--- config.mk ---
export PLATFORM = sky130hd
export DESIGN_NAME = wrr_packet_arbiter
export DESIGN_NICKNAME = d
export VERILOG_FILES = /design/src/rtl/wrr_packet_arbiter.sv
export SDC_FILE = /design/constraint.sdc
export NUM_CORES = 1
export LEC_CHECK = 0
export CAP_MARGIN = 20
export CORE_MARGIN = 1
export CORE_UTILIZATION = 30
export CTS_CLUSTER_DIAMETER = 30
export DETAILED_ROUTE_END_ITERATION = 6
export PLACE_DENSITY_LB_ADDON = 0.1
export SLEW_MARGIN = 0
export SYNTH_ARGS = -nofsm -noshare
export SYNTH_HDL_FRONTEND = slang
export SYNTH_SLANG_ARGS = --single-unit
export TNS_END_PERCENT = 50
--- constraint.sdc ---
create_clock -name clk -period 2.2 [get_ports clk]
set_input_delay 0.55 -clock clk [delete_from_list [all_inputs] [get_ports clk]]
set_output_delay 0.55 -clock clk [all_outputs]
set_load 0.05 [all_outputs]
--- src/rtl/wrr_packet_arbiter.sv ---
// Weighted round-robin, packet-granular arbiter for a shared datapath mux.
// Optional idle-owner timeout enabled by defining WRR_ARB_OWNER_TIMEOUT_EN.
module wrr_packet_arbiter #(
  parameter int unsigned NUM_PORTS      = 4,
  parameter int unsigned WEIGHT_W       = 4,
  parameter int unsigned TIMEOUT_CYCLES = 64
) (
  input  logic                           clk,
  input  logic                           reset,
  input  logic [NUM_PORTS-1:0]           req_i,
  input  logic [NUM_PORTS*WEIGHT_W-1:0]  weight_i,
  input  logic                           beat_i,
  input  logic                           last_i,
  output logic [NUM_PORTS-1:0]           gnt_o,
  output logic [$clog2(NUM_PORTS)-1:0]   gnt_id_o,
  output logic                           busy_o,
  output logic                           timeout_o
);

  localparam int unsigned IdW = $clog2(NUM_PORTS);

  typedef enum logic [0:0] {StIdle, StGrant} state_e;

  state_e                 state_q, state_d;
  logic [NUM_PORTS-1:0]   gnt_q, gnt_d;
  logic [IdW-1:0]         id_q, id_d;
  logic [IdW-1:0]         ptr_q, ptr_d;
  logic [WEIGHT_W-1:0]    credit_q, credit_d;
  logic                   timeout_q, timeout_d;

  logic [IdW-1:0]         sel, cand;
  logic                   found;
  logic [WEIGHT_W-1:0]    sel_weight;
  logic                   rel;
  logic                   tmo_hit;

  // First requester at or after the priority pointer, wrapping around.
  always_comb begin
    found = 1'b0;
    sel   = ptr_q;
    cand  = '0;
    for (int unsigned i = 0; i < NUM_PORTS; i++) begin
      cand = IdW'((32'(ptr_q) + i) % NUM_PORTS);
      if (!found && req_i[cand]) begin
        found = 1'b1;
        sel   = cand;
      end
    end
  end

  assign sel_weight = weight_i[32'(sel)*WEIGHT_W +: WEIGHT_W];

`ifdef WRR_ARB_OWNER_TIMEOUT_EN
  localparam int unsigned       TmoW    = $clog2(TIMEOUT_CYCLES + 1);
  localparam logic [TmoW-1:0]   TmoLast = TmoW'(TIMEOUT_CYCLES - 1);

  logic [TmoW-1:0] tmo_cnt_q, tmo_cnt_d;

  assign tmo_hit = (state_q == StGrant) && !beat_i && (tmo_cnt_q == TmoLast);

  // Held at zero while idle so the count starts from zero on every grant.
  always_comb begin
    tmo_cnt_d = tmo_cnt_q;
    if (state_q == StIdle || beat_i) begin
      tmo_cnt_d = '0;
    end else if (!tmo_hit) begin
      tmo_cnt_d = tmo_cnt_q + TmoW'(1);
    end
  end

  always_ff @(posedge clk) begin
    if (reset) begin
      tmo_cnt_q <= '0;
    end else begin
      tmo_cnt_q <= tmo_cnt_d;
    end
  end
`else
  assign tmo_hit = 1'b0;
`endif

  always_comb begin
    state_d   = state_q;
    gnt_d     = gnt_q;
    id_d      = id_q;
    ptr_d     = ptr_q;
    credit_d  = credit_q;
    timeout_d = 1'b0;
    rel       = 1'b0;
    unique case (state_q)
      StIdle: begin
        if (found) begin
          state_d  = StGrant;
          gnt_d    = NUM_PORTS'(1) << sel;
          id_d     = sel;
          credit_d = (sel_weight == '0) ? WEIGHT_W'(1) : sel_weight;
        end
      end
      StGrant: begin
        if (beat_i && last_i) begin
          credit_d = credit_q - WEIGHT_W'(1);
          rel      = (credit_q == WEIGHT_W'(1)) || !req_i[id_q];
        end else if (!beat_i && !req_i[id_q]) begin
          rel = 1'b1;
        end else if (tmo_hit) begin
          rel       = 1'b1;
          timeout_d = 1'b1;
        end
        // gnt_id holds the last owner through idle.
        if (rel) begin
          state_d  = StIdle;
          gnt_d    = '0;
          ptr_d    = IdW'((32'(id_q) + 1) % NUM_PORTS);
          credit_d = '0;
        end
      end
      default: state_d = StIdle;
    endcase
  end

  always_ff @(posedge clk) begin
    if (reset) begin
      state_q   <= StIdle;
      gnt_q     <= '0;
      id_q      <= '0;
      ptr_q     <= '0;
      credit_q  <= '0;
      timeout_q <= 1'b0;
    end else begin
      state_q   <= state_d;
      gnt_q     <= gnt_d;
      id_q      <= id_d;
      ptr_q     <= ptr_d;
      credit_q  <= credit_d;
      timeout_q <= timeout_d;
    end
  end

  assign gnt_o     = gnt_q;
  assign gnt_id_o  = id_q;
  assign busy_o    = (state_q == StGrant);
  assign timeout_o = timeout_q;

endmodule

==> key figures <==
CTS
  – CTS clk-pin slew, worst paths: approximately 0.070 ns
  – Maximum root-to-sink buffer count: 2
  – Clock latency at the later pin of the worst-skew pair: roughly 0.28 ns
  – H-tree depth: 1
  – Sink Count: 13
  – Total CTS buffers: 3
  – CTS tree: built
  – Root buffer cell: clkbuf_4
  – Post-CTS Hold Buffers: 0

Global routing
  – GRT Total Usage: between 10% and 20%
  – First-pass GRT wire length: approximately 4.1 mm
  – Global route overflow: 0
  – Largest net degree at the start of global routing: 14
  – Vias in the first global route: slightly above 900
  – Initial antenna violation count: 0

Power
  – Peak supply drop: between 0.0003 and 0.0004 V
  – Cell area power density: about 560 nW/um^2
  – Leak: 0.5580 nW

STA
  – RSZ-0062 raised after global routing: no
  – Final setup fails: 0
  – Fmax: ~480 MHz
  – Crit path time final: 2.087 ns
  – Fin crit share: a little over nine tenths
  – Clock Skew: 0.009569 ns
  – Final hold violations: 0
  – Worst-Margin Slew: between 0.5 and 0.6 ns
  – Final slew viol count: 0
  – Fin Setup TNS: 0 ns
  – Rel. slew slack: between 60% and 70%

Die
  – Core area: 2781 sq um
  – Die width: approximately 57 microns
  – Initial core utilization: 32.07%
  – Die Height: 56.53 microns
  – Die area: 3196 sq um
  – IO Count: 32
  – Rows: 19

Placement
  – Placer Congestion: about 0.8
  – Post-DP HPWL: 1.880 mm
  – Input/output buffers: 30
  – Placed insts: ~180

Logic synthesis
  – Yosys synthesis warning count: 0
  – Synth Instances: around 110
  – Mapped cell area: 892.1 sq um
  – Asr flop ratio synth: 0%
  – Seq/Total Area, Yosys: between 20% and 30%
  – Top_reg_cell synth: dfxtp_1
  – Flops & latches, synth: 13
  – Post-synth EDFFs: 0
  – Netlist cell types: 40
  – Synthesized area per cell: 8.037 sq um
  – Net Count, Synth: about 140

Setup path
  – WP data arrival: 1.54 ns
  – CP peak stage delay: 0.84 ns
  – CP Launch Type: flop
  – Critical path's top delay family: buffers and inverters
  – CP endpoint kind: output port
  – CP Cell Sequence: clkdlybuf4s50_1
  – Worst path required time: ~1.7 ns
  – Buf+Inv Stages, Crit Path: 1
  – Largest fanout on the critical path: 5
  – Crit-path slowest cell: clkdlybuf4s50_1
  – Worst setup path class: reg -> out

Routing
  – Vias per inst: around 5.0
  – Vias: approximately 940
  – Final routed DRC violation total: 0
  – Drt pass-1 iters: 4
  – Drt initial violations: 32
  – Final ANT Viol Nets: 0
  – Total Wirelength: approximately 2.5 mm
  – Drt wl/cell: between 10 and 15 microns

Flow run
  – MaxCap Viol Count: 0

Final layout
  – Layout area overhead: 51.89%
  – Layout cells sized above 1: 21.02%
  – # fillers: a little under 300
  – Nets@finish: about 180
  – Non-Filler Instances: 188
  – Diode count: 0
  – Fin util: between 40 and 50%

Hold path
  – HP Class: reg -> reg

Outcome
  – Status: complete, no violations
-- cells in the final DEF, fill, tap and decap left out, types with 2 or more instances in the layout --
cell / netlist / routed
clkdlybuf4s50_1: 0 / 25
nor2_1: 18 / 18
buf_4: 1 / 18
dfxtp_1: 13 / 13
a21oi_1: 11 / 11
nand2_1: 8 / 8
nor3_1: 6 / 5
mux2i_1: 5 / 5
inv_1: 4 / 4
a31oi_1: 3 / 3
clkbuf_4: 0 / 3
clkbuf_2: 0 / 3
nand4b_1: 2 / 2
o21ai_0: 2 / 2
nand3_1: 2 / 2
nor2b_1: 3 / 2
o221a_1: 2 / 2
mux2_2: 2 / 2
xnor2_1: 2 / 2
ha_1: 2 / 2
-- report_power, final --
part	switching, mW	internal (mW)
Combinational	0.155	0.166
Clock	0.0779	0.0702
Sequential	0.0258	0.258
-- kinds of logic after synthesis --
family | after synthesis | synth area share, %
xor gates and xnor gates | 2 | 1.964
muxes | 8 | 11.08
other | 1 | 0.4204
adders and majority gates | 2 | 2.805
and+or+nand+nor | 47 | 27.63
buffers and inverters | 10 | 5.750
DFF | 13 | 29.17
AOI/OAI and AO/OA | 28 | 21.18
-- cell type report --
cell class	count	area [sq um]	area share [%]
Tap cell	31	38.79	2.862
Clock buffer	4	26.28	1.939
Inverter	4	15.01	1.108
Timing Repair Buffer	48	420.4	31.02
Sequential cell	13	260.3	19.21
Multi-Input combinational cell	88	594.3	43.86
-- cells in the mapped netlist, types with 2 or more instances --
cell type,count,area [sq um]
a21oi_1,11,55.05
clkbuf_1,2,7.510
nor2_1,18,67.56
a31oi_1,3,18.77
mux2i_1,5,50.05
nand4b_1,2,17.52
xnor2_1,2,17.52
buf_2,2,10.01
nor3_1,6,30.03
ha_1,2,25.02
nor2b_1,3,18.77
inv_1,4,15.01
o221a_1,2,22.52
nand3_1,2,10.01
mux2_2,2,22.52
o21ai_0,2,10.01
nand2_1,8,30.03
dfxtp_1,13,260.3
-- worst register-to-register path, stage by stage (launching register included) --
cell      delay (ns)
dfxtp_1         0.37
and3b_2         0.24
nor4_4          0.26
or2_1           0.14
buf_6           0.14
mux2i_1         0.10
mux2_2          0.27
o22a_1          0.17
a311oi_1        0.24
-- per-stage QoR --
step,area [sq um],worst slack (ns),hold WS [ns],power (mW)
finish,1355,0.1131,0.4745,0.7530
global route,1355,0.02319,0.5088,0.8076
CTS,1348,0.02422,0.4826,0.7647
detailed placement,1313,-0.6103,0.4672,0.6064
global placement,1313,-0.5444,0.4596,0.6040
floorplan,892.1,0.02987,0.4802,0.4750
-- per-layer routing --
metal	vias to the layer above	GRT usage, %	wire length (microns)
met5	-	0	0
met4	0	6.272	16
met3	2	2.074	145
met2	28	27.23	1134
met1	420	20.87	1184
li1	489	-	-
-- sequential cells by signal, summed over array words and instances (netlist names) --
name	cells
gnt_id_o	2
gnt_o	4
ptr_q	2
credit_q	4
busy_o	1
-- worst paths after layout --
| path | slack, ns | to | cells past startpoint | from |
|---|---|---|---|---|
| max | 0.11 | gnt_id_o[0] | 1 | gnt_id_o[0]$_SDFFE_PP0P_ |
| min reg2reg | 0.47 | gnt_o[2]$_SDFFE_PP0P_ | 2 | gnt_o[2]$_SDFFE_PP0P_ |
| max reg2reg | 0.17 | credit_q[0]$_SDFFE_PP0P_ | 8 | ptr_q[1]$_SDFFE_PP0P_ |
| min | 0.47 | gnt_o[2]$_SDFFE_PP0P_ | 2 | gnt_o[2]$_SDFFE_PP0P_ |
-- timing repair --
item,CTS,global route
cloned,0,0
setup endpoints to repair,6,4
pin swaps,1,4
hold endpoints to repair,0,0
gates resized for setup,8,7
buffers inserted,0,2
(Power assumes the default switching activity.)
